File: config.mk
export PLATFORM = sky130hd
export DESIGN_NAME = time_set_ctrl
export DESIGN_NICKNAME = d
export VERILOG_FILES = /design/src/rtl/time_set_ctrl.sv
export SDC_FILE = /design/constraint.sdc
export NUM_CORES = 1
export LEC_CHECK = 0
export ABC_AREA = 0
export CORE_MARGIN = 2
export CORE_UTILIZATION = 45
export DETAILED_ROUTE_END_ITERATION = 8
export GPL_TIMING_DRIVEN = 0
export PLACE_DENSITY = 0.68
export RECOVER_POWER = 50
export REMOVE_ABC_BUFFERS = 1
export SETUP_SLACK_MARGIN = 0.4
export SYNTH_ARGS = -nofsm -noshare
export SYNTH_HDL_FRONTEND = slang
export SYNTH_SLANG_ARGS = --single-unit
File: constraint.sdc
create_clock -name clk -period 6.67 [get_ports clk]
set_clock_uncertainty 0.15 [all_clocks]
set_input_delay 0.667 -clock clk [delete_from_list [all_inputs] [get_ports clk]]
set_output_delay 0.667 -clock clk [all_outputs]
set_load 0.01 [all_outputs]
File: src/rtl/time_set_ctrl.sv
// Set-mode controller for a four-digit HH:MM clock: walks the selected digit on mode presses,
// increments it on up presses or auto-repeat, and returns to RUN after a period of inactivity.
module time_set_ctrl #(
   parameter int unsigned REPEAT_DLY  = 50_000_000,
   parameter int unsigned REPEAT_RATE = 10_000_000,
   parameter int unsigned IDLE_TO     = 500_000_000
) (
   input  logic       clk,
   input  logic       resetn,
   input  logic       mode_btn,
   input  logic       up_btn,
   input  logic [3:0] q_ht,
   input  logic [3:0] q_ho,
   input  logic [3:0] q_mt,
   input  logic [3:0] q_mo,
   output logic       set_ht,
   output logic       set_ho,
   output logic       set_mt,
   output logic       set_mo,
   output logic [3:0] new_val,
   output logic [1:0] sel,
   output logic       run_en
);

   localparam int unsigned RptMax = (REPEAT_DLY > REPEAT_RATE) ? REPEAT_DLY : REPEAT_RATE;
   localparam int unsigned RptW   = $clog2(RptMax + 1);
   localparam int unsigned IdleW  = $clog2(IDLE_TO + 1);

   typedef enum logic [2:0] {StRun, StSetHt, StSetHo, StSetMt, StSetMo} state_e;

   state_e            state_q, state_d;
   logic              mode_prev_q, up_prev_q;
   logic [RptW-1:0]   rpt_cnt_q, rpt_cnt_d;
   logic              rpt_rep_q, rpt_rep_d;
   logic [IdleW-1:0]  idle_cnt_q, idle_cnt_d;
   logic [3:0]        strb_q, strb_d;
   logic [3:0]        new_val_q, new_val_d;

   logic mode_edge, up_edge, in_set, rpt_hit, up_evt, idle_act, timeout, state_chg;
   logic [3:0] ho_lim;

   function automatic logic [3:0] inc_digit(input logic [3:0] v, input logic [3:0] lim);
      return (v >= lim) ? 4'd0 : v + 4'd1;
   endfunction

   assign mode_edge = mode_btn & ~mode_prev_q;
   assign up_edge   = up_btn & ~up_prev_q;
   assign in_set    = (state_q != StRun);
   assign ho_lim    = (q_ht == 4'd2) ? 4'd3 : 4'd9;
   // First repeat waits REPEAT_DLY after the press, later ones REPEAT_RATE after the previous one
   assign rpt_hit   = rpt_rep_q ? (rpt_cnt_q == RptW'(REPEAT_RATE))
                                : (rpt_cnt_q == RptW'(REPEAT_DLY));
   assign up_evt    = in_set & (up_edge | (up_btn & rpt_hit));
   assign idle_act  = mode_edge | up_edge | up_btn;
   assign timeout   = in_set & ~idle_act & (idle_cnt_q == IdleW'(IDLE_TO - 1));

   always_comb begin
      state_d   = state_q;
      strb_d    = 4'b0000;
      new_val_d = new_val_q;
      if (mode_edge) begin
         case (state_q)
            StRun:   state_d = StSetHt;
            StSetHt: begin
               state_d = StSetHo;
               // Leaving hour-tens at 2 can leave an illegal hour like 27; clamp it to 20
               if (q_ht == 4'd2 && q_ho > 4'd3) begin
                  strb_d    = 4'b0100;
                  new_val_d = 4'd0;
               end
            end
            StSetHo: state_d = StSetMt;
            StSetMt: state_d = StSetMo;
            default: state_d = StRun;
         endcase
      end else if (timeout) begin
         state_d = StRun;
      end else if (up_evt) begin
         case (state_q)
            StSetHt: begin
               strb_d    = 4'b1000;
               new_val_d = inc_digit(q_ht, 4'd2);
            end
            StSetHo: begin
               strb_d    = 4'b0100;
               new_val_d = inc_digit(q_ho, ho_lim);
            end
            StSetMt: begin
               strb_d    = 4'b0010;
               new_val_d = inc_digit(q_mt, 4'd5);
            end
            StSetMo: begin
               strb_d    = 4'b0001;
               new_val_d = inc_digit(q_mo, 4'd9);
            end
            default: ;
         endcase
      end
   end

   assign state_chg = (state_d != state_q);

   always_comb begin
      rpt_cnt_d = rpt_cnt_q;
      rpt_rep_d = rpt_rep_q;
      if (!up_btn || !in_set || state_chg) begin
         rpt_cnt_d = '0;
         rpt_rep_d = 1'b0;
      end else if (up_edge) begin
         rpt_cnt_d = RptW'(1);
         rpt_rep_d = 1'b0;
      end else if (rpt_hit) begin
         rpt_cnt_d = RptW'(1);
         rpt_rep_d = 1'b1;
      end else if (rpt_cnt_q != {RptW{1'b1}}) begin
         rpt_cnt_d = rpt_cnt_q + RptW'(1);
      end
   end

   always_comb begin
      idle_cnt_d = idle_cnt_q;
      if (!in_set || idle_act || state_chg) begin
         idle_cnt_d = '0;
      end else if (idle_cnt_q != {IdleW{1'b1}}) begin
         idle_cnt_d = idle_cnt_q + IdleW'(1);
      end
   end

   always_ff @(posedge clk or negedge resetn) begin
      if (!resetn) begin
         state_q     <= StRun;
         mode_prev_q <= 1'b0;
         up_prev_q   <= 1'b0;
         rpt_cnt_q   <= '0;
         rpt_rep_q   <= 1'b0;
         idle_cnt_q  <= '0;
         strb_q      <= 4'b0000;
         new_val_q   <= 4'd0;
      end else begin
         state_q     <= state_d;
         mode_prev_q <= mode_btn;
         up_prev_q   <= up_btn;
         rpt_cnt_q   <= rpt_cnt_d;
         rpt_rep_q   <= rpt_rep_d;
         idle_cnt_q  <= idle_cnt_d;
         strb_q      <= strb_d;
         new_val_q   <= new_val_d;
      end
   end

   assign {set_ht, set_ho, set_mt, set_mo} = strb_q;
   assign new_val = new_val_q;
   assign run_en  = (state_q == StRun);

   always_comb begin
      sel = 2'd0;
      case (state_q)
         StSetHo: sel = 2'd1;
         StSetMt: sel = 2'd2;
         StSetMo: sel = 2'd3;
         default: sel = 2'd0;
      endcase
   end

endmodule

======== Yosys cells after proc, flatten, opt, wreduce, memory -nomap -nowiden ========
Index checks and enable logic that the tools add are counted.
word-level totals
  bits in registers ....................... 69
  bits of input ports ..................... 20
  logic and storage cells ................. 91
  output and inout bits ................... 11
cells by class
  mux-type cells .......................... 31
  bitwise logic cells ..................... 12
  add/subtract/negate cells ............... 6
  reductions and logical operators ........ 15
  magnitude comparators ................... 5
  equality and inequality tests ........... 14
operators with widths
  kind                                                                                 number
  26-bit two-way mux                                                                   4
  29-bit two-way mux                                                                   2
  4-bit two-way mux                                                                    13
  4-bit case mux with 4 select lines                                                   2
  29-bit by 1-bit adder with 29-bit output, second input constant                      1
  29-bit equality test, second input constant                                          1
  29-bit inequality test, second input constant                                        1
  26-bit by 1-bit adder with 26-bit output, second input constant                      1
  26-bit by 24-bit equality test with 1-bit output, second input constant              1
  26-bit equality test, second input constant                                          1
  26-bit inequality test, second input constant                                        1
  4-bit by 1-bit adder with 4-bit output, second input constant                        4
  3-bit two-way mux                                                                    4
  3-bit case mux with 4 select lines                                                   1
  4-bit nonzero test                                                                   2
  1-bit AND                                                                            6
  3-bit by 2-bit equality test with 1-bit output, second input constant                2
  2-bit case mux with 3 select lines                                                   1
  3-bit nonzero test                                                                   2
  5-bit AND reduction                                                                  1
  4-bit by 2-bit equality test with 1-bit output, second input constant                1
  4-bit by 2-bit greater-or-equal comparator with 1-bit output, second input constant  1
  4-bit by 3-bit greater-or-equal comparator with 1-bit output, second input constant  1
  4-bit greater-or-equal comparator                                                    1
  other kinds (15)                                                                     28

======== Logic depth before layout (Yosys ltp) ========
Gate-level depths: netlist of the first run.
  word-level depth ........................ 12
  depth in mapped cells ................... 10
  gate-level depth less buffers ........... 10

======== Worst setup path before layout of the first run ========
No wires, ideal clock.
  kind .................................... input -> register
  from .................................... input port q_ht[0]
  to ...................................... register new_val_q[2] (netlist: new_val[2])
  stages on the path ...................... 10
  arrival time ............................ 2610 ps
  required time ........................... 6454 ps
  setup slack ............................. 3844 ps
  path buffers ............................ 0
  setup time .............................. 66 ps
  path through ............................ inv_1 -> ha_1 -> or3b_2 -> inv_1 -> ha_1 -> or4b_2 -> a21oi_1 -> a22oi_1 -> a221oi_1 -> a221o_1
between the ends
  longest elaborated chain between the ends .. 8
  elaborated cells between the ends (all ways) .. 14
  classes of those cells .................. add/sub: 1; order compare: 2; eq/ne: 2; mux: 7; reduce/logical: 2
RTL lines
  element                                         line    RTL
  start, declared                                 12      input logic [3:0] q_ht,
  4-bit by 2-bit equality test with 1-bit output  49, 67
  4-bit two-way mux                               49      assign ho_lim = (q_ht == 4'd2) ? 4'd3 : 4'd9;
  4-bit greater-or-equal comparator               43      return (v >= lim) ? 4'd0 : v + 4'd1;
  4-bit two-way mux                               43
  4-bit case mux with 4 select lines              79      case (state_q)
  4-bit two-way mux                               78      end else if (up_evt) begin
  4-bit two-way mux                               76      end else if (timeout) begin
  4-bit two-way mux                               61      if (mode_edge) begin
  end signal, assigned                            147     new_val_q <= new_val_d;
  end, declared                                   37      logic [3:0] new_val_q, new_val_d;
Parallel ways exist; a longest one is shown, timed or not. The select of a mux whose other input is x is not followed.
A chain may end at the register's enable or synchronous reset.

==> summary.txt, run 1 <==
post-synthesis area per instance -> 8.96 µm²
CP peak stage delay -> 2.52 ns
TritonCTS Sinks -> 69
post-synthesis sequential area ratio -> 40.7%
endpoints failing setup -> 0
GRT overflow -> 0
WP depth -> 1
crit path launch -> resetn
Max Clk Rate -> 0.265 GHz
Root Driver -> clkbuf_8
clock buffer depth -> 2
post-CTS sizing -> 0
min-delay worst type -> reg2reg
Crit-path slowest cell -> clkbuf_1
Die Area -> 0.0102 mm²
Placer Congestion -> 0.885
RSZ-0062 raised after global routing -> no
first-pass GRT wire length -> 16.6 mm
Initial Utilization -> 46.1%
CTS Hold Bufs -> 0
Most used DFF post-synth -> dfrtp_1
Slew HR -> -143%
DR WL/cell -> 15.9 µm
initial antenna violation count -> 0
Critical Path Sink Type -> async pin
Max IR drop VDD -> 0.100 mV
worst setup path endpoint -> idle_cnt_q[25]
DRT iter0 DRCs -> 180
Final nets -> 529
Final Power -> 1.08 mW
Critical Path Start Type -> input port
Die Y-Extent -> 101 µm
clk slew on worst S/H paths -> 0.07 ns
layout cells sized above 1 -> 5.80%
Async S/R FF share, synth -> 100%
# Post-CTS Setup Buffers -> 0
pin count of the biggest net entering global routing -> 70
cell family with most CP delay -> buffers and inverters
measured slew at the worst slew-check pin -> 3.65 ns
Std-Cell Core Area -> 0.00920 mm²
vias in the first global route -> 3,526
Worst-Skew Late Latency -> 0.35 ns
Yosys cell types -> 63
Tmin final -> 3.78 ns
drt first pass iters -> 5
DRC viols -> 0
EDFF count, synth -> 0
Leak Pwr -> 1.79 nW
failing checks -> capacitance limit, slew limit
dpl hpwl -> 6.72 mm
final WL -> 9.70 mm
filler cell count -> 877
crit path buf inv count -> 1
final worst-path cycle share -> 56.6%
worst-path maximum fanout -> 69
Synth Warn # -> 0
total track usage -> 20.1%
Ant. Diodes -> 0
Crit path arrival time -> 3.24 ns
Via Count -> 3,824
DR vias/cell -> 6.26
Post-Syn Instances -> 473
R2R Path Start -> idle_cnt_q[0]
critical path, cell by cell -> clkbuf_1
R2R Setup Slk -> 3.65 ns
CP Data Required Time -> 6.14 ns
Setup TNS -> 0 ns
reg2reg path depth -> 7
#FFs+latches synth -> 69
TritonCTS clock tree -> done
FP Rows -> 35
Synth-to-Final Area Change -> 14.0%
die width -> 101 µm
IO buf count -> 30
ANT nets after route -> 0
Final Max Slew Viols -> 70
TritonCTS buffer count -> 9
H-tree depth -> 3
Top Ports -> 31
synthesized area -> 0.00424 mm²
max-cap viol count -> 1
Reg-to-Reg End -> idle_cnt_q[1]
Setup CP Type -> in2async
Final Hold Viols -> 0
pwr dens -> 224 mW/mm²
status -> complete, but fails checks
worst register-to-register path: stages (launching register included):
cell and delay [ns]:
dfrtp_1 0.41, ha_1 0.23, and4_1 0.46, nand4_2 0.25, nor4_4 0.89, buf_8 0.25
mux2i_1 0.20, nor2_1 0.05
layer usage:
layer	vias up	global-route usage [%]	wire, µm
met5	-	0	0
li1	1843	-	-
met4	0	6.86	141
met2	107	31.1	4630
met1	1860	28.5	4530
met3	14	3.33	399
synth_stat cells, types with 4 or more instances:
cell / n / area, µm²
nand3_1: 34 / 170
nor2_1: 27 / 101
or4_1: 15 / 113
dfrtp_1: 69 / 1730
ha_1: 14 / 175
xnor2_1: 14 / 123
buf_2: 8 / 40.0
nor3_1: 15 / 75.1
or3_1: 21 / 131
clkbuf_1: 7 / 26.3
nor4b_1: 4 / 35.0
nand2b_1: 6 / 37.5
o31ai_1: 15 / 113
nand3b_1: 4 / 30.0
nor4_1: 11 / 68.8
and3_1: 10 / 62.6
a31oi_1: 6 / 37.5
nand4_1: 17 / 106
mux2i_1: 6 / 60.1
o21ai_0: 23 / 115
a21oi_1: 42 / 210
nand2_1: 23 / 86.3
inv_1: 18 / 67.6
and4_1: 5 / 43.8
area by class of cell:
cell class / instances / area [µm²] / share of cell area, %
multi-input combinational: 366 / 2370 / 49.0
sequential: 69 / 1730 / 35.7
timing repair buffer: 31 / 309 / 6.39
clock buffer: 11 / 141 / 2.93
tap: 111 / 139 / 2.87
clock inverter: 5 / 83.8 / 1.73
inverter: 18 / 67.6 / 1.40
per-stage QoR:
step | instance area, µm² | util [%] | hold WS, ns | worst slack [ns] | std cells
floorplan | 4150 | - | 0.221 | 3.37 | 453
global placement | 4580 | 49.9 | 0.335 | 2.38 | 594
detailed placement | 4610 | 50.1 | 0.342 | 3.04 | 595
CTS | 4840 | 52.6 | 0.315 | 3.40 | 611
global route | 4830 | 52.6 | 0.379 | 2.11 | 611
finish | 4830 | 52.6 | 0.352 | 2.89 | 611
flip-flops by register name, summed over array words and instances, names as in the netlist:
signal,cells
idle_cnt_q,29
rpt_cnt_q,26
new_val,4
strb_q,4
state_q,3
mode_prev_q,1
rpt_rep_q,1
up_prev_q,1
layout by cell type (no fill, tap or decap), types with 3 or more instances in the layout:
cell type        netlist  final
nand4_1               17     17
nor4b_1                4      4
and3_1                10     10
o31ai_1               15     15
nor3_1                15     15
or3_1                 21     21
a21oi_1               42     42
or3b_2                 3      3
nor2_1                27     27
nand3b_1               4      4
inv_1                 18     18
nor4_1                11     10
dlygate4sd3_1          0      5
xor2_1                 3      3
and4_1                 5      5
xnor2_1               14     14
o21ai_0               23     23
nor2b_1                3      3
a31oi_1                6      6
mux2i_1                6      6
nand2_1               23     23
clkdlybuf4s50_1        0     24
nand2b_1               6      6
clkbuf_8               0     10
dfrtp_1               69     69
nand3_1               34     34
ha_1                  14     14
or4_1                 15     15
nand4b_1               3      3
power breakdown:
| part | internal, mW | total [mW] | switching, mW |
|---|---|---|---|
| Combinational | 0.0991 | 0.224 | 0.125 |
| Sequential | 0.437 | 0.470 | 0.0328 |
| Clock | 0.222 | 0.386 | 0.165 |
logic make-up (layout without fill, tap and decap cells):
logic type                 after synthesis  count (layout)  share of synthesized area, %
buffers and inverters                   38              65                          3.81
DFF                                     69              69                          40.7
xor gates and xnor gates                17              17                          3.51
and+or+nand+nor                        216             216                          29.8
muxes                                    6               6                          1.42
adders and majority gates               14              14                          4.13
AOI/OAI and AO/OA                      113             113                          16.6
how the worst min path moves through the flow:
stage                   start              to  slack, ns  cells after the start
2_1_floorplan          resetn   idle_cnt_q[0]       0.22                      0
3_3_place_gp   idle_cnt_q[28]  idle_cnt_q[28]       0.33                      2
3_5_place_dp       new_val[1]      new_val[1]       0.34                      1
4_1_cts                resetn   rpt_cnt_q[24]       0.31                      1
5_1_grt            new_val[1]      new_val[1]       0.38                      1
6_report           new_val[1]      new_val[1]       0.35                      1
Note: power is estimated with default switching activity, not from simulation.
==> run 2: changes to the inputs <==
--- a/config.mk
+++ b/config.mk
@@ -10,7 +10,7 @@
 export CORE_UTILIZATION = 45
 export DETAILED_ROUTE_END_ITERATION = 8
 export GPL_TIMING_DRIVEN = 0
-export PLACE_DENSITY = 0.68
+export PLACE_DENSITY = 0.7
 export RECOVER_POWER = 50
 export REMOVE_ABC_BUFFERS = 1
 export SETUP_SLACK_MARGIN = 0.4
==> constraint.sdc (replaced) <==
create_clock -name clk -period 3.2 [get_ports clk]
set_clock_uncertainty 0.15 [all_clocks]
set_input_delay 0.32 -clock clk [delete_from_list [all_inputs] [get_ports clk]]
set_output_delay 0.32 -clock clk [all_outputs]
set_load 0.01 [all_outputs]
==> summary.txt, run 2 (same netlist as run 1, synthesis figures left out) <==
status -> complete, but fails checks
failing checks -> capacitance limit, slew limit
Leak Pwr -> 1.83 nW (+2.2%)
worst hold endpoint -> new_val[1]
Synth-to-Final Area Change -> 15.7%
TritonCTS buffer count -> 9 (unchanged)
DRT iter0 DRCs -> 207 (+15%)
Via Count -> 3,786 (-0.99%)
flip-flop count of the largest register after layout -> 29 (unchanged)
most common cell after layout, fill and taps aside -> dfrtp_1
clk slew on worst S/H paths -> 0.08 ns (about the same)
Placer Congestion -> 0.887 (+0.20%)
TritonCTS Sinks -> 69 (unchanged)
DP Worst Slack -> -0.0614 ns (-3.10 ns)
Crit-path slowest cell -> or4_1
final worst-path cycle share -> 82.1%
Initial Utilization -> 46.1% (unchanged)
Max Clk Rate -> 0.381 GHz
area taken by multi-input logic gates -> 0.00241 mm² (+2.0%)
DRC viols -> 0 (unchanged)
clock buffer depth -> 2 (unchanged)
pin count of the biggest net entering global routing -> 70 (unchanged)
Root Driver -> clkbuf_8
WHS -> 0.345 ns (-0.00736 ns)
worst-path maximum fanout -> 10 (-86%)
filler cell count -> 835 (-4.8%)
final WL -> 9.52 mm (-1.8%)
CP peak stage delay -> 0.70 ns (-1.82 ns)
DR WL/cell -> 15.5 µm (-2.2%)
Final Max Slew Viols -> 70 (unchanged)
Tmin final -> 2.63 ns
R2R Path Start -> idle_cnt_q[0]
GRT overflow -> 0 (unchanged)
initial antenna violation count -> 0 (unchanged)
Die Y-Extent -> 101 µm (unchanged)
cell family with most CP delay -> simple AND/OR/NAND/NOR gates
Final nets -> 532 (+0.57%)
vias in the first global route -> 3,537 (+0.31%)
top flop regs -> idle_cnt_q x29, rpt_cnt_q x26
drt first pass iters -> 4 (-1)
Slew HR -> -11.9% (+130 points)
Reg-to-Reg End -> state_q[0]
DR vias/cell -> 6.18 (-1.3%)
Ant. Diodes -> 0 (unchanged)
IO buf count -> 30 (unchanged)
Hold Path Stages -> 1 (unchanged)
Top Ports -> 31 (unchanged)
max-cap viol count -> 1 (unchanged)
FF+latch area -> 0.00173 mm² (unchanged)
critical path, cell by cell -> ha_1, and4_2, nand3_1, or4_1, o31a_1, a21o_1
R2R Setup Slk -> 0.57 ns (-3.08 ns)
layout cells sized above 1 -> 7.37% (+1.6 points)
FP Rows -> 35 (unchanged)
Setup CP Type -> reg2reg
Std-Cell Core Area -> 0.00920 mm² (unchanged)
RSZ-0062 raised after global routing -> no
Crit path arrival time -> 2.70 ns (-0.54 ns)
H-tree depth -> 3 (unchanged)
Die Area -> 0.0102 mm² (unchanged)
die width -> 101 µm (unchanged)
min-delay worst type -> reg2reg
TritonCTS clock tree -> done
total track usage -> 19.4% (-0.69 points)
dpl hpwl -> 6.67 mm (-0.61%)
setup ws final -> 0.573 ns (-2.32 ns)
reg2reg path depth -> 6 (-1)
most frequent cells in the layout -> dfrtp_1 (69), a21oi_1 (41), nand3_1 (34)
CP Data Required Time -> 3.28 ns (-2.86 ns)
Critical Path Sink Type -> register
endpoints failing setup -> 0 (unchanged)
ANT nets after route -> 0 (unchanged)
Final Hold Viols -> 0 (unchanged)
pwr dens -> 457 mW/mm² (+100%)
Hold Path Origin -> new_val[1]
Critical Path Start Type -> register
Reg with most FFs -> idle_cnt_q
Worst-Skew Late Latency -> 0.35 ns (about the same)
measured slew at the worst slew-check pin -> 1.68 ns (-1.97 ns)
first-pass GRT wire length -> 16.3 mm (-2.1%)
Max IR drop VDD -> 0.237 mV (+140%)
crit path buf inv count -> 0 (-1)
[run 2: worst max path at each step]
stage / start / endpoint / slack [ns] / cells after the start
floorplan: idle_cnt_q[0] / idle_cnt_q[11] / -0.10 / 6
global placement: idle_cnt_q[0] / idle_cnt_q[11] / -0.99 / 6
detailed placement: q_ht[0] / new_val[2] / -0.06 / 11
CTS: rpt_cnt_q[14] / rpt_cnt_q[1] / 0.40 / 5
global route: q_ht[1] / new_val[0] / 0.45 / 7
finish: idle_cnt_q[0] / state_q[0] / 0.57 / 6
[run 2: layout make-up]
| class | instances | area share (%) |
|---|---|---|
| Clock buffer | 9 | 2.52 |
| Multi-Input combinational cell | 366 | 49.2 |
| Sequential cell | 69 | 35.2 |
| Timing Repair Buffer | 34 | 7.09 |
| Clock inverter | 6 | 1.81 |
| Tap cell | 111 | 2.83 |
| Inverter | 18 | 1.38 |
[run 2: timing repair]
item	in CTS	in global routing
hold endpoints to repair	69	0
hold buffers	1	0
setup endpoints to repair	15	61
resized for setup	1	9
pin swaps	1	2
cloned	0	0
buffers inserted	0	2
[run 2: per-stage QoR]
stage | utilization [%] | power, mW | instance area (µm²) | TNS, ns | cells
final | 53.3 | 2.24 | 4910 | 0 | 613
after global placement | 49.9 | 1.45 | 4580 | -68.83 | 594
after floorplan | - | 1.26 | 4150 | -1.59 | 453
after detailed placement | 50.1 | 1.46 | 4610 | -0.0614 | 595
after CTS | 52.6 | 2.24 | 4840 | 0 | 611
after global routing | 53.3 | 2.35 | 4910 | 0 | 613
[run 2: per-layer routing]
layer  track usage, %  share of wire (%)  up-vias
met5                0                  0        -
met4             7.28                1.4        0
met3             2.64                3.5       12
met2             31.1                 47       82
met1             26.7                 48     1837
li1                 -                  -     1855
[run 2: power breakdown]
part | switching [mW] | internal (mW) | total (mW)
clock network | 0.340 | 0.434 | 0.774
logic | 0.267 | 0.219 | 0.486
registers | 0.0698 | 0.911 | 0.981
total | 0.677 | 1.56 | 2.24
